$ cat src/rtl/ahb_region_decoder_pkg.sv
// Shared encodings for the AHB-Lite region decoder tile: HTRANS and HRESP
// values, the default-slave state type and the HDRID stack-position codes.
package ahb_dec_pkg;

  localparam logic [1:0] HTRANS_IDLE   = 2'b00;
  localparam logic [1:0] HTRANS_BUSY   = 2'b01;
  localparam logic [1:0] HTRANS_NONSEQ = 2'b10;
  localparam logic [1:0] HTRANS_SEQ    = 2'b11;

  localparam logic [1:0] HRESP_OKAY  = 2'b00;
  localparam logic [1:0] HRESP_ERROR = 2'b01;

  // Default slave FSM encoding kept as plain constants for legacy netlists
  typedef logic [1:0] dslv_state_t;
  localparam dslv_state_t DSLV_IDLE = 2'b00;
  localparam dslv_state_t DSLV_ERR1 = 2'b01;
  localparam dslv_state_t DSLV_ERR2 = 2'b10;

  // Header stack ID is active-low one-hot
  localparam logic [3:0] HDRID_POS0 = 4'b1110;
  localparam logic [3:0] HDRID_POS1 = 4'b1101;
  localparam logic [3:0] HDRID_POS2 = 4'b1011;
  localparam logic [3:0] HDRID_POS3 = 4'b0111;

  typedef struct packed {
    logic       valid;
    logic [1:0] pos;
  } stack_pos_t;

  function automatic stack_pos_t hdrid_to_pos(input logic [3:0] hdrid);
    stack_pos_t r;
    r.valid = 1'b1;
    r.pos   = 2'd0;
    case (hdrid)
      HDRID_POS0: r.pos = 2'd0;
      HDRID_POS1: r.pos = 2'd1;
      HDRID_POS2: r.pos = 2'd2;
      HDRID_POS3: r.pos = 2'd3;
      default:    r.valid = 1'b0;
    endcase
    return r;
  endfunction

endpackage

$ cat src/rtl/ahb_region_decoder_if.sv
// Bus bundle between the tile's AHB-Lite master side and the region decoder.
// master: drives address phase, slave responses and ErrClr.
// slave:  the decoder, drives selects, muxed response and error capture.
interface ahb_region_decoder_if
  import ahb_dec_pkg::*;
#(
  parameter int unsigned NUM_SLAVES = 3,
  parameter int unsigned DATA_W     = 32
);

  logic [31:0]                   HADDR;
  logic [1:0]                    HTRANS;
  logic                          HREADYIn;
  logic [3:0]                    HDRID;
  logic [NUM_SLAVES-1:0]         HREADYOUTS;
  logic [2*NUM_SLAVES-1:0]       HRESPS;
  logic [DATA_W*NUM_SLAVES-1:0]  HRDATAS;

  logic                          HSELLOGICMODULE;
  logic [NUM_SLAVES-1:0]         HSEL;
  logic                          HSELDefault;
  logic                          HREADYOut;
  logic [1:0]                    HRESP;
  logic [DATA_W-1:0]             HRDATA;

  logic                          ErrClr;
  logic                          ErrValid;
  logic [31:0]                   ErrAddr;
  logic [7:0]                    ErrCount;

  modport master (
    output HADDR, HTRANS, HREADYIn, HDRID, HREADYOUTS, HRESPS, HRDATAS, ErrClr,
    input  HSELLOGICMODULE, HSEL, HSELDefault, HREADYOut, HRESP, HRDATA,
           ErrValid, ErrAddr, ErrCount
  );

  modport slave (
    input  HADDR, HTRANS, HREADYIn, HDRID, HREADYOUTS, HRESPS, HRDATAS, ErrClr,
    output HSELLOGICMODULE, HSEL, HSELDefault, HREADYOut, HRESP, HRDATA,
           ErrValid, ErrAddr, ErrCount
  );

endinterface

$ cat src/rtl/ahb_region_decoder_default_slave.sv
// Built-in AHB-Lite default slave: two-cycle ERROR response for active
// transfers that hit the tile window but no region. Optional error capture
// is built only when AHB_DEC_ERR_CAPTURE_EN is defined.
module ahb_default_slave
  import ahb_dec_pkg::*;
(
  input  logic        HCLK,
  input  logic        HRESETn,
  input  logic        i_sel,
  input  logic        i_hready,
  input  logic        i_trans_active,
  input  logic [31:0] i_haddr,
  input  logic        i_err_clr,
  output logic        o_hready,
  output logic [1:0]  o_hresp,
  output logic        o_err_valid,
  output logic [31:0] o_err_addr,
  output logic [7:0]  o_err_count
);

  dslv_state_t r_state;
  dslv_state_t w_state_nxt;
  logic        w_start;

  assign w_start = i_hready & i_sel & i_trans_active;

  // Next state: ERR1 always finishes into ERR2 regardless of HREADYIn
  always_comb begin
    w_state_nxt = DSLV_IDLE;
    case (r_state)
      DSLV_IDLE: w_state_nxt = w_start ? DSLV_ERR1 : DSLV_IDLE;
      DSLV_ERR1: w_state_nxt = DSLV_ERR2;
      DSLV_ERR2: w_state_nxt = w_start ? DSLV_ERR1 : DSLV_IDLE;
      default:   w_state_nxt = DSLV_IDLE;
    endcase
  end

  // State register
  always_ff @(posedge HCLK or negedge HRESETn) begin
    if (!HRESETn) r_state <= DSLV_IDLE;
    else          r_state <= w_state_nxt;
  end

  assign o_hready = (r_state != DSLV_ERR1);
  assign o_hresp  = ((r_state == DSLV_ERR1) || (r_state == DSLV_ERR2)) ? HRESP_ERROR
                                                                       : HRESP_OKAY;

`ifdef AHB_DEC_ERR_CAPTURE_EN
  logic        r_err_valid;
  logic [31:0] r_err_addr;
  logic [7:0]  r_err_count;
  logic        w_err_entry;

  assign w_err_entry = w_start & (r_state != DSLV_ERR1);

  // Error capture: first address wins, a new error beats a same-cycle clear
  always_ff @(posedge HCLK or negedge HRESETn) begin
    if (!HRESETn) begin
      r_err_valid <= 1'b0;
      r_err_addr  <= '0;
      r_err_count <= '0;
    end else if (w_err_entry) begin
      r_err_valid <= 1'b1;
      if (!r_err_valid || i_err_clr) r_err_addr <= i_haddr;
      if (i_err_clr)                 r_err_count <= 8'd1;
      else if (r_err_count != 8'hFF) r_err_count <= r_err_count + 8'd1;
    end else if (i_err_clr) begin
      r_err_valid <= 1'b0;
      r_err_addr  <= '0;
      r_err_count <= '0;
    end
  end

  assign o_err_valid = r_err_valid;
  assign o_err_addr  = r_err_addr;
  assign o_err_count = r_err_count;
`else
  logic w_unused;
  assign w_unused    = ^{i_haddr, i_err_clr};
  assign o_err_valid = 1'b0;
  assign o_err_addr  = '0;
  assign o_err_count = '0;
`endif

endmodule

$ cat src/rtl/ahb_region_decoder.sv
// AHB-Lite address decoder, default slave and response mux for a logic-module
// tile. Tile window is TILE_BASE + header stack position; inside it the lowest
// matching region wins, otherwise the default slave answers with ERROR.
// Error capture in the default slave is enabled by AHB_DEC_ERR_CAPTURE_EN.
module ahb_region_decoder
  import ahb_dec_pkg::*;
#(
  parameter int unsigned                 NUM_SLAVES  = 3,
  parameter int unsigned                 DATA_W      = 32,
  parameter logic [3:0]                  TILE_BASE   = 4'hC,
  parameter logic [28*NUM_SLAVES-1:0]    REGION_BASE = {28'h2000000, 28'h0000000, 28'h0000000},
  parameter logic [28*NUM_SLAVES-1:0]    REGION_MASK = {28'hFF00000, 28'hE000000, 28'hF000000}
) (
  input  logic                  HCLK,
  input  logic                  HRESETn,
  ahb_region_decoder_if.slave   bus
);

  stack_pos_t            w_pos;
  logic [3:0]            w_tile_id;
  logic                  w_tile_hit;
  logic [NUM_SLAVES-1:0] w_match;
  logic                  w_found;
  logic [NUM_SLAVES-1:0] w_hsel;
  logic                  w_hsel_def;

  logic [NUM_SLAVES:0]   r_dsel;

  logic                  w_def_hready;
  logic [1:0]            w_def_hresp;

  logic                  w_hready;
  logic [1:0]            w_hresp;
  logic [DATA_W-1:0]     w_hrdata;

  assign w_pos      = hdrid_to_pos(bus.HDRID);
  assign w_tile_id  = TILE_BASE + {2'b00, w_pos.pos};
  assign w_tile_hit = w_pos.valid & (bus.HADDR[31:28] == w_tile_id) & HRESETn;

  // Region priority encode: lowest matching index wins
  always_comb begin
    w_match = '0;
    w_found = 1'b0;
    for (int unsigned i = 0; i < NUM_SLAVES; i++) begin
      if (!w_found &&
          ((bus.HADDR[27:0] & REGION_MASK[28*i +: 28]) == REGION_BASE[28*i +: 28])) begin
        w_match[i] = 1'b1;
        w_found    = 1'b1;
      end
    end
  end

  assign w_hsel     = w_match & {NUM_SLAVES{w_tile_hit}};
  assign w_hsel_def = w_tile_hit & ~w_found;

  assign bus.HSELLOGICMODULE = w_tile_hit;
  assign bus.HSEL            = w_hsel;
  assign bus.HSELDefault     = w_hsel_def;

  // Data-phase select, MSB is the default slave
  always_ff @(posedge HCLK or negedge HRESETn) begin
    if (!HRESETn)          r_dsel <= '0;
    else if (bus.HREADYIn) r_dsel <= {w_hsel_def, w_hsel};
  end

  ahb_default_slave u_default_slave (
    .HCLK           (HCLK),
    .HRESETn        (HRESETn),
    .i_sel          (w_hsel_def),
    .i_hready       (bus.HREADYIn),
    .i_trans_active (bus.HTRANS[1]),
    .i_haddr        (bus.HADDR),
    .i_err_clr      (bus.ErrClr),
    .o_hready       (w_def_hready),
    .o_hresp        (w_def_hresp),
    .o_err_valid    (bus.ErrValid),
    .o_err_addr     (bus.ErrAddr),
    .o_err_count    (bus.ErrCount)
  );

  // Response mux; no selection answers ready/OKAY with zero data
  always_comb begin
    w_hready = 1'b1;
    w_hresp  = HRESP_OKAY;
    w_hrdata = '0;
    if (r_dsel[NUM_SLAVES]) begin
      w_hready = w_def_hready;
      w_hresp  = w_def_hresp;
    end else begin
      for (int unsigned i = 0; i < NUM_SLAVES; i++) begin
        if (r_dsel[i]) begin
          w_hready = bus.HREADYOUTS[i];
          w_hresp  = bus.HRESPS[2*i +: 2];
          w_hrdata = bus.HRDATAS[DATA_W*i +: DATA_W];
        end
      end
    end
  end

  assign bus.HREADYOut = w_hready;
  assign bus.HRESP     = w_hresp;
  assign bus.HRDATA    = w_hrdata;

endmodule

$ cat src/flat_wrapper.sv
// flat-port wrapper written by rule: the top's interface ports become plain ports
module ahb_region_decoder_flat import ahb_dec_pkg::*;
#(
  parameter int unsigned                 NUM_SLAVES  = 3,
  parameter int unsigned                 DATA_W      = 32,
  parameter logic [3:0]                  TILE_BASE   = 4'hC,
  parameter logic [28*NUM_SLAVES-1:0]    REGION_BASE = {28'h2000000, 28'h0000000, 28'h0000000},
  parameter logic [28*NUM_SLAVES-1:0]    REGION_MASK = {28'hFF00000, 28'hE000000, 28'hF000000}
)
  (HCLK, HRESETn, bus_HADDR, bus_HTRANS, bus_HREADYIn, bus_HDRID, bus_HREADYOUTS, bus_HRESPS, bus_HRDATAS, bus_ErrClr, bus_HSELLOGICMODULE, bus_HSEL, bus_HSELDefault, bus_HREADYOut, bus_HRESP, bus_HRDATA, bus_ErrValid, bus_ErrAddr, bus_ErrCount);
  ahb_region_decoder_if #(.NUM_SLAVES(NUM_SLAVES), .DATA_W(DATA_W)) bus_i ();
  input  logic HCLK;
  input  logic HRESETn;
  input wire logic [$bits(bus_i.HADDR)-1:0] bus_HADDR;
  input wire logic [$bits(bus_i.HTRANS)-1:0] bus_HTRANS;
  input wire logic [$bits(bus_i.HREADYIn)-1:0] bus_HREADYIn;
  input wire logic [$bits(bus_i.HDRID)-1:0] bus_HDRID;
  input wire logic [$bits(bus_i.HREADYOUTS)-1:0] bus_HREADYOUTS;
  input wire logic [$bits(bus_i.HRESPS)-1:0] bus_HRESPS;
  input wire logic [$bits(bus_i.HRDATAS)-1:0] bus_HRDATAS;
  input wire logic [$bits(bus_i.ErrClr)-1:0] bus_ErrClr;
  output wire logic [$bits(bus_i.HSELLOGICMODULE)-1:0] bus_HSELLOGICMODULE;
  output wire logic [$bits(bus_i.HSEL)-1:0] bus_HSEL;
  output wire logic [$bits(bus_i.HSELDefault)-1:0] bus_HSELDefault;
  output wire logic [$bits(bus_i.HREADYOut)-1:0] bus_HREADYOut;
  output wire logic [$bits(bus_i.HRESP)-1:0] bus_HRESP;
  output wire logic [$bits(bus_i.HRDATA)-1:0] bus_HRDATA;
  output wire logic [$bits(bus_i.ErrValid)-1:0] bus_ErrValid;
  output wire logic [$bits(bus_i.ErrAddr)-1:0] bus_ErrAddr;
  output wire logic [$bits(bus_i.ErrCount)-1:0] bus_ErrCount;
  assign bus_i.HADDR = bus_HADDR;
  assign bus_i.HTRANS = bus_HTRANS;
  assign bus_i.HREADYIn = bus_HREADYIn;
  assign bus_i.HDRID = bus_HDRID;
  assign bus_i.HREADYOUTS = bus_HREADYOUTS;
  assign bus_i.HRESPS = bus_HRESPS;
  assign bus_i.HRDATAS = bus_HRDATAS;
  assign bus_i.ErrClr = bus_ErrClr;
  assign bus_HSELLOGICMODULE = bus_i.HSELLOGICMODULE;
  assign bus_HSEL = bus_i.HSEL;
  assign bus_HSELDefault = bus_i.HSELDefault;
  assign bus_HREADYOut = bus_i.HREADYOut;
  assign bus_HRESP = bus_i.HRESP;
  assign bus_HRDATA = bus_i.HRDATA;
  assign bus_ErrValid = bus_i.ErrValid;
  assign bus_ErrAddr = bus_i.ErrAddr;
  assign bus_ErrCount = bus_i.ErrCount;
  ahb_region_decoder #(.NUM_SLAVES(NUM_SLAVES), .DATA_W(DATA_W), .TILE_BASE(TILE_BASE), .REGION_BASE(REGION_BASE), .REGION_MASK(REGION_MASK)) u_core (.HCLK(HCLK), .HRESETn(HRESETn), .bus(bus_i));
endmodule
$ cat config.mk
export PLATFORM = sky130hd
export DESIGN_NAME = ahb_region_decoder_flat
export DESIGN_NICKNAME = d
export VERILOG_FILES = /design/src/rtl/ahb_region_decoder_pkg.sv /design/src/rtl/ahb_region_decoder_if.sv /design/src/rtl/ahb_region_decoder_default_slave.sv /design/src/rtl/ahb_region_decoder.sv /design/src/flat_wrapper.sv
export SDC_FILE = /design/constraint.sdc
export NUM_CORES = 1
export LEC_CHECK = 0
export BUFFER_PORTS_ARGS = -buffer_cell sky130_fd_sc_hd__clkbuf_2
export CORE_AREA = 2 2 88 90
export DETAILED_ROUTE_END_ITERATION = 10
export DIE_AREA = 0 0 90 92
export PLACE_DENSITY_LB_ADDON = 0.25
export SLEW_MARGIN = 10
export SYNTH_ARGS = -nofsm -noshare
export SYNTH_HDL_FRONTEND = slang
export SYNTH_SLANG_ARGS = --single-unit
$ cat constraint.sdc
create_clock -name HCLK -period 3.2 [get_ports HCLK]
set_input_delay 0.32 -clock HCLK [delete_from_list [all_inputs] [get_ports HCLK]]
set_output_delay 0.32 -clock HCLK [all_outputs]
set_load 0.01 [all_outputs]
; ---- After elaboration in Yosys (flattened, before gate mapping)
; Index checks and enable logic that the tools add are counted.
[classes]
n_mul = 0
n_addsub = 1
n_bitwise = 7
n_eq_ne = 9
n_lt_le_gt_ge = 0
n_reduce_logical = 10
div_mod_pow = 0
n_shift = 0
n_mux = 22
[ops]
columns = op, n
row1 = $mux W32, 4
row2 = $logic_not A28 Y1, 2
row3 = $eq A4 B4 Y1 const B, 3
row4 = $mux W1, 12
row5 = $eq A8 B6 Y1 const B, 1
row6 = $mux W2, 4
row7 = $pmux W2 S3, 1
row8 = $and A1 B1 Y1, 5
row9 = $add A3 B3 Y4 const A, 1
row10 = $eq A4 B3 Y1 const B, 1
row11 = $eq A4 B4 Y1, 1
row12 = $pmux W2 S2, 1
row13 = $reduce_or A4 Y1, 1
row14 = $and A3 B3 Y3, 1
row15 = $eq A2 B1 Y1 const B, 1
row16 = $eq A2 B2 Y1 const B, 1
row17 = $logic_and A1 B1 Y1, 2
row18 = $logic_not A1 Y1, 2
row19 = $logic_not A2 Y1, 1
row20 = $ne A2 B1 Y1 const B, 1
row21 = $reduce_or A2 Y1, 1
row22 = $logic_or A1 B1 Y1, 1
row23 = $not A1 Y1, 1
[totals]
romBits = 0
output_inout_bits = 81
inputBits = 147
ram_bits = 0
latch_bits = 0
n_memories = 0
wordCells = 51
register_bits = 6

; ---- Depth between registers and ports, before layout
[logic_depth]
depth_word = 14
mapped_depth = 5
depth_no_buf = 4

; ---- Hierarchy
; From an unflattened synthesis, not the netlist that was laid out.
[hier_totals]
hier_cells = 222
area_unflattened_um2 = 1609.0
[by_module_without_submodules]
columns = mod, cells_per_inst, seq_area_each_um2, instances, area_per_inst_um2
row1 = ahb_region_decoder, 166, 100.1, 1, 1149.9
row2 = ahb_default_slave, 56, 50.0, 1, 459.2

; ---- Worst setup path before layout
; OpenSTA, ideal clock, no wires.
[synth_timing]
kind = input port to output port
startpoint = in bus_HDRID[2]
endpoint = out bus_HSEL[0]
setup_slack_ns = 1.461
required_time_ns = 2.880
n_path_buf = 0
path_stages = 4
arrival_ns = 1.419
cell_sequence = o21ai_0 > nand4_1 > a2111oi_4 > and3_1
[synth_between]
elab_chain_len = 7
elab_cells_between_ends = 12
classes_between = add/sub: 1 / eq/ne: 5 / mux: 2 / bitwise: 3 / reduce/logical: 1
[synth_rtl]
columns = item, line_no
row1 = "start, declared", flat_wrapper.sv:17  ; input wire logic [$bits(bus_i.HDRID)-1:0] bus_HDRID;
row2 = $eq A4 B3 Y1 / $eq A4 B4 Y1 (equally long branches), ahb_region_decoder_pkg.sv:34  ; case (hdrid)
row3 = $pmux W2 S3, ahb_region_decoder_pkg.sv:34
row4 = $add A3 B3 Y4, ahb_region_decoder.sv:37  ; assign w_tile_id = TILE_BASE + {2'b00, w_pos.pos};
row5 = $eq A4 B4 Y1, ahb_region_decoder.sv:38  ; assign w_tile_hit = w_pos.valid & (bus.HADDR[31:28] == w_tile_id) & HRESETn;
row6 = $and A1 B1 Y1 (*) (2 in series), ahb_region_decoder.sv:38
row7 = via bus_HSELLOGICMODULE, flat_wrapper.sv:22  ; output wire logic [$bits(bus_i.HSELLOGICMODULE)-1:0] bus_HSELLOGICMODULE;
row8 = $and A3 B3 Y3 (*), ahb_region_decoder.sv:53  ; assign w_hsel = w_match & {NUM_SLAVES{w_tile_hit}};
row9 = "end, declared", flat_wrapper.sv:23  ; output wire logic [$bits(bus_i.HSEL)-1:0] bus_HSEL;
; The timed path passes the listed nets; every way through them passes the cells marked *.

; ---- Worst setup path after layout
[layout_timing]
startpoint = in HRESETn
endpoint = out bus_HSELDefault
[layout_between]
elab_chain_len = 2
[layout_rtl]
columns = item, line_no
row1 = "start, declared", flat_wrapper.sv:13  ; input logic HRESETn;
row2 = $and A1 B1 Y1, ahb_region_decoder.sv:38
row3 = $and A1 B1 Y1, ahb_region_decoder.sv:54  ; assign w_hsel_def = w_tile_hit & ~w_found;
row4 = "end, declared", flat_wrapper.sv:24  ; output wire logic [$bits(bus_i.HSELDefault)-1:0] bus_HSELDefault;
; Every way passes these cells.

==> run_summary.xml <==
<?xml version="1.0" encoding="UTF-8"?>
<metrics>
  <group name="critical_path">
    <metric name="critical_path_type" unit="">input port to output port</metric>
    <metric name="signal_arrival_time_at_the_worst_endpoint" unit="ps">2090</metric>
    <metric name="reg2regPathDepth" unit="">2</metric>
    <metric name="timing.critical_path.to_type" unit="">output port</metric>
    <metric name="path_max_fanout" unit="">10</metric>
    <metric name="timing.reg2reg.setup_slack" unit="ps">1960</metric>
    <metric name="timing.rr.start" unit="">u_core.r_dsel[2]</metric>
    <metric name="worstReg2RegEnd" unit="">u_core.r_dsel[2]</metric>
    <metric name="worst_ep_required_time" unit="ps">2880</metric>
    <metric name="startpoint_type" unit="">input port</metric>
  </group>
  <group name="floorplanning">
    <metric name="rows" unit="">32</metric>
    <metric name="starting_density_of_the_core" unit="%">20.68</metric>
    <metric name="dieArea" unit="um2">8280</metric>
    <metric name="die_h" unit="um">92</metric>
    <metric name="die_span_x" unit="um">90</metric>
    <metric name="core_region_area" unit="um2">7447</metric>
    <metric name="ios" unit="">228</metric>
  </group>
  <group name="sta">
    <metric name="rsz0062_at_grt" unit="">false</metric>
    <metric name="period_needed" unit="ps">2409</metric>
    <metric name="fin_worst_skew" unit="ps">0.05639</metric>
    <metric name="worstMarginPinSlew" unit="ps">759.6</metric>
    <metric name="timing.final.max_slew_violations" unit="">0</metric>
    <metric name="slew-limit-headroom" unit="%">49.36</metric>
    <metric name="final_hold_viol_count" unit="">0</metric>
    <metric name="upper_clock_frequency_limit" unit="MHz">415.2</metric>
    <metric name="setup_tns" unit="ps">0</metric>
    <metric name="worst_slack" unit="ps">791.5</metric>
    <metric name="setup_violations" unit="">0</metric>
    <metric name="fin_crit_sh" unit="%">75.27</metric>
  </group>
  <group name="grt">
    <metric name="antenna_found_initial" unit="">0</metric>
    <metric name="first_pass_grt_wire_length" unit="um">8749</metric>
    <metric name="groute.usage.overall" unit="%">12.46</metric>
    <metric name="grt_start_max_net_pins" unit="">52</metric>
    <metric name="first_global_vias" unit="">1888</metric>
    <metric name="grt_remaining_overflow" unit="">0</metric>
  </group>
  <group name="synth">
    <metric name="post_synth_instance_area" unit="um2">1540</metric>
    <metric name="synth_seq_area_share" unit="%">9.748</metric>
    <metric name="synth_ff_type" unit="">sky130_fd_sc_hd__dfrtp_1</metric>
    <metric name="synth-edff-count" unit="">0</metric>
    <metric name="synthCells" unit="">214</metric>
    <metric name="synth_seq_cells" unit="">6</metric>
    <metric name="syn_avg_cell_area" unit="um2">7.197</metric>
    <metric name="yosysWarnings" unit="">0</metric>
    <metric name="synth_cell_type_count" unit="">27</metric>
    <metric name="synthArstFlopShare" unit="%">100.0</metric>
  </group>
  <group name="outcome">
    <metric name="status" unit="">finished clean</metric>
  </group>
  <group name="cts">
    <metric name="cts.clk_slew.worst_paths" unit="ps">40</metric>
    <metric name="cts_buffer_depth" unit="">2</metric>
    <metric name="clock_tree_from_tritoncts" unit="">yes</metric>
    <metric name="htreeDepth" unit="">1</metric>
    <metric name="postCtsSetupBuffers" unit="">0</metric>
    <metric name="worst_skew_pair.late_latency" unit="ps">220</metric>
    <metric name="cts-root-buf" unit="">sky130_fd_sc_hd__clkbuf_8</metric>
    <metric name="clkSinkCount" unit="">6</metric>
    <metric name="cts.hold.buffers_added" unit="">1</metric>
    <metric name="cts_resized" unit="">0</metric>
    <metric name="cts_inserted_buffers" unit="">3</metric>
  </group>
  <group name="pwr">
    <metric name="report.power.total" unit="uW">312.5</metric>
    <metric name="pwr_density_cell" unit="nW/um2">133.0</metric>
    <metric name="max_ir_drop_vdd" unit="uV">107.1</metric>
    <metric name="power.static_leakage" unit="uW">0.001317</metric>
  </group>
  <group name="finish">
    <metric name="post_route_cells_drive_above_1_share" unit="%">48.63</metric>
    <metric name="area.growth.synth_to_final" unit="%">52.48</metric>
    <metric name="final_cell_count_no_fill" unit="">468</metric>
    <metric name="n_antenna_cell" unit="">0</metric>
    <metric name="n_fill_cell" unit="">858</metric>
    <metric name="area_of_combinational_cells_with_multiple_inputs" unit="um2">1134</metric>
    <metric name="sequential_cell_area" unit="um2">151.4</metric>
    <metric name="fin_nets" unit="">517</metric>
  </group>
  <group name="route">
    <metric name="detail_route.wl_per_cell" unit="um">11.89</metric>
    <metric name="antenna_left" unit="">0</metric>
    <metric name="drc" unit="">0</metric>
    <metric name="detailedRoute.firstPassIterationCount" unit="">4</metric>
    <metric name="1st_iter_drt_viols" unit="">32</metric>
    <metric name="dr_total_vias" unit="">2040</metric>
    <metric name="vias_per_cell" unit="">4.359</metric>
    <metric name="detail_route.wirelength" unit="um">5565</metric>
  </group>
  <group name="worst_hold_path">
    <metric name="holdCritStartpoint" unit="">bus_HADDR[25]</metric>
    <metric name="hold-path-cell-count" unit="">2</metric>
    <metric name="min_path_type" unit="">input port to flip-flop</metric>
    <metric name="worst_hold_path.endpoint" unit="">u_core.r_dsel[2]</metric>
  </group>
  <group name="placed_design">
    <metric name="placed_cells" unit="">463</metric>
    <metric name="dp_hpwl" unit="um">4494</metric>
    <metric name="dp_slack" unit="ps">1210</metric>
    <metric name="place_congestion" unit="">0.6995</metric>
    <metric name="io_buffers" unit="">164</metric>
  </group>
  <group name="flow_run">
    <metric name="drv.max_cap_violation_count" unit="">0</metric>
  </group>
</metrics>
report_power, final:
part | switching (uW) | internal [uW] | total (uW) | leakage, uW
Combinational | 57.1 | 59.3 | 116 | 0.00121
Sequential | 0.572 | 76.4 | 77.0 | 0.0000822
Clock | 33.3 | 85.7 | 119 | 0.0000228
metrics by stage:
| step | util (%) | area, um2 | hold slack [ps] |
|---|---|---|---|
| floorplan | - | 1690 | 24.41 |
| global placement | 30.80 | 2293 | 164.4 |
| detailed placement | 30.80 | 2293 | 166.1 |
| CTS | 31.54 | 2349 | 375.4 |
| global route | 31.54 | 2349 | 396.6 |
| finish | 31.54 | 2349 | 384.3 |
cells in the mapped netlist (2+ instances only):
master                     instances  area, um2
sky130_fd_sc_hd__buf_4            41      307.8
sky130_fd_sc_hd__nor2b_1          39      244.0
sky130_fd_sc_hd__a221oi_1         34      297.8
sky130_fd_sc_hd__nor3_1           34      170.2
sky130_fd_sc_hd__clkbuf_1         19      71.32
sky130_fd_sc_hd__dfrtp_1           6      150.1
sky130_fd_sc_hd__inv_1             6      22.52
sky130_fd_sc_hd__a21oi_1           5      25.02
sky130_fd_sc_hd__and3_1            4      25.02
sky130_fd_sc_hd__a41o_1            3      30.03
sky130_fd_sc_hd__ha_1              3      37.54
sky130_fd_sc_hd__buf_1             2      7.510
sky130_fd_sc_hd__nand2_1           2      7.510
sky130_fd_sc_hd__nand3b_1          2      15.01
sky130_fd_sc_hd__o21ai_0           2      10.01
placed cells by master (no fill, tap or decap), drive strengths merged:
| cell type | netlist | layout |
|---|---|---|
| clkbuf | 19 | 168 |
| conb | 1 | 41 |
| nor2b | 39 | 39 |
| nor3 | 34 | 34 |
| a221oi | 34 | 34 |
| inv | 6 | 6 |
| dfrtp | 6 | 6 |
| a21oi | 5 | 5 |
| buf | 43 | 5 |
| and3 | 4 | 4 |
| a41o | 3 | 3 |
| ha | 3 | 3 |
| o21ai | 2 | 2 |
| nand3b | 2 | 2 |
| nand2 | 2 | 2 |
| nand4 | 1 | 1 |
| nand3 | 1 | 1 |
| o32a | 1 | 1 |
| a2111oi | 1 | 1 |
| or4 | 1 | 1 |
| nor4 | 1 | 1 |
| nor2 | 1 | 1 |
| and2 | 1 | 1 |
| o211a | 1 | 1 |
| a211oi | 1 | 1 |
| a31o | 1 | 1 |
| dlygate4sd3 | 0 | 1 |
per-layer routing:
layer	share of wire, %	global-route usage, %
met5	0	0
met4	0.34	0.7692
met3	7.6	2.383
met2	53	23.31
met1	39	15.47
cell families after synthesis:
| family | Yosys count | share of synthesized area [%] |
|---|---|---|
| AO/OA/AOI/OAI | 49 | 27.70 |
| AND/OR/NAND/NOR | 87 | 33.31 |
| adder cells (fa/ha/maj) | 3 | 2.437 |
| buffers and inverters | 68 | 26.56 |
| flip-flops | 6 | 9.748 |
| other | 1 | 0.2435 |
worst max path at each step:
stage	from	endpoint	slack, ps	depth (start not counted)
2_1_floorplan	bus_HDRID[2]	bus_HSEL[0]	1460	4
3_3_place_gp	bus_HADDR[28]	bus_HSELDefault	1230	6
3_5_place_dp	bus_HADDR[28]	bus_HSELDefault	1210	6
4_1_cts	HRESETn	bus_HSELDefault	780	6
5_1_grt	HRESETn	bus_HSELDefault	670	6
6_report	HRESETn	bus_HSELDefault	790	6
final cells by class:
cell class / instances / area share [%]
multi-input cells: 180 / 48.27
repair buffers: 170 / 36.97
flip-flops and latches: 6 / 6.446
well taps: 102 / 5.434
clock buffers: 4 / 1.918
inverters: 6 / 0.9590
sequential cells by signal (all words and copies together), names as in the netlist:
name / flops
u_core.r_dsel: 4
u_core.u_default_slave.r_state: 2
worst max-delay path, stage by stage:
cell	delay (ps)
sky130_fd_sc_hd__dlygate4sd3_1	530
sky130_fd_sc_hd__clkbuf_2	210
sky130_fd_sc_hd__nand3_1	140
sky130_fd_sc_hd__a2111oi_4	510
sky130_fd_sc_hd__and2_2	250
sky130_fd_sc_hd__clkbuf_2	130
Note: power is estimated with default switching activity, not from simulation.
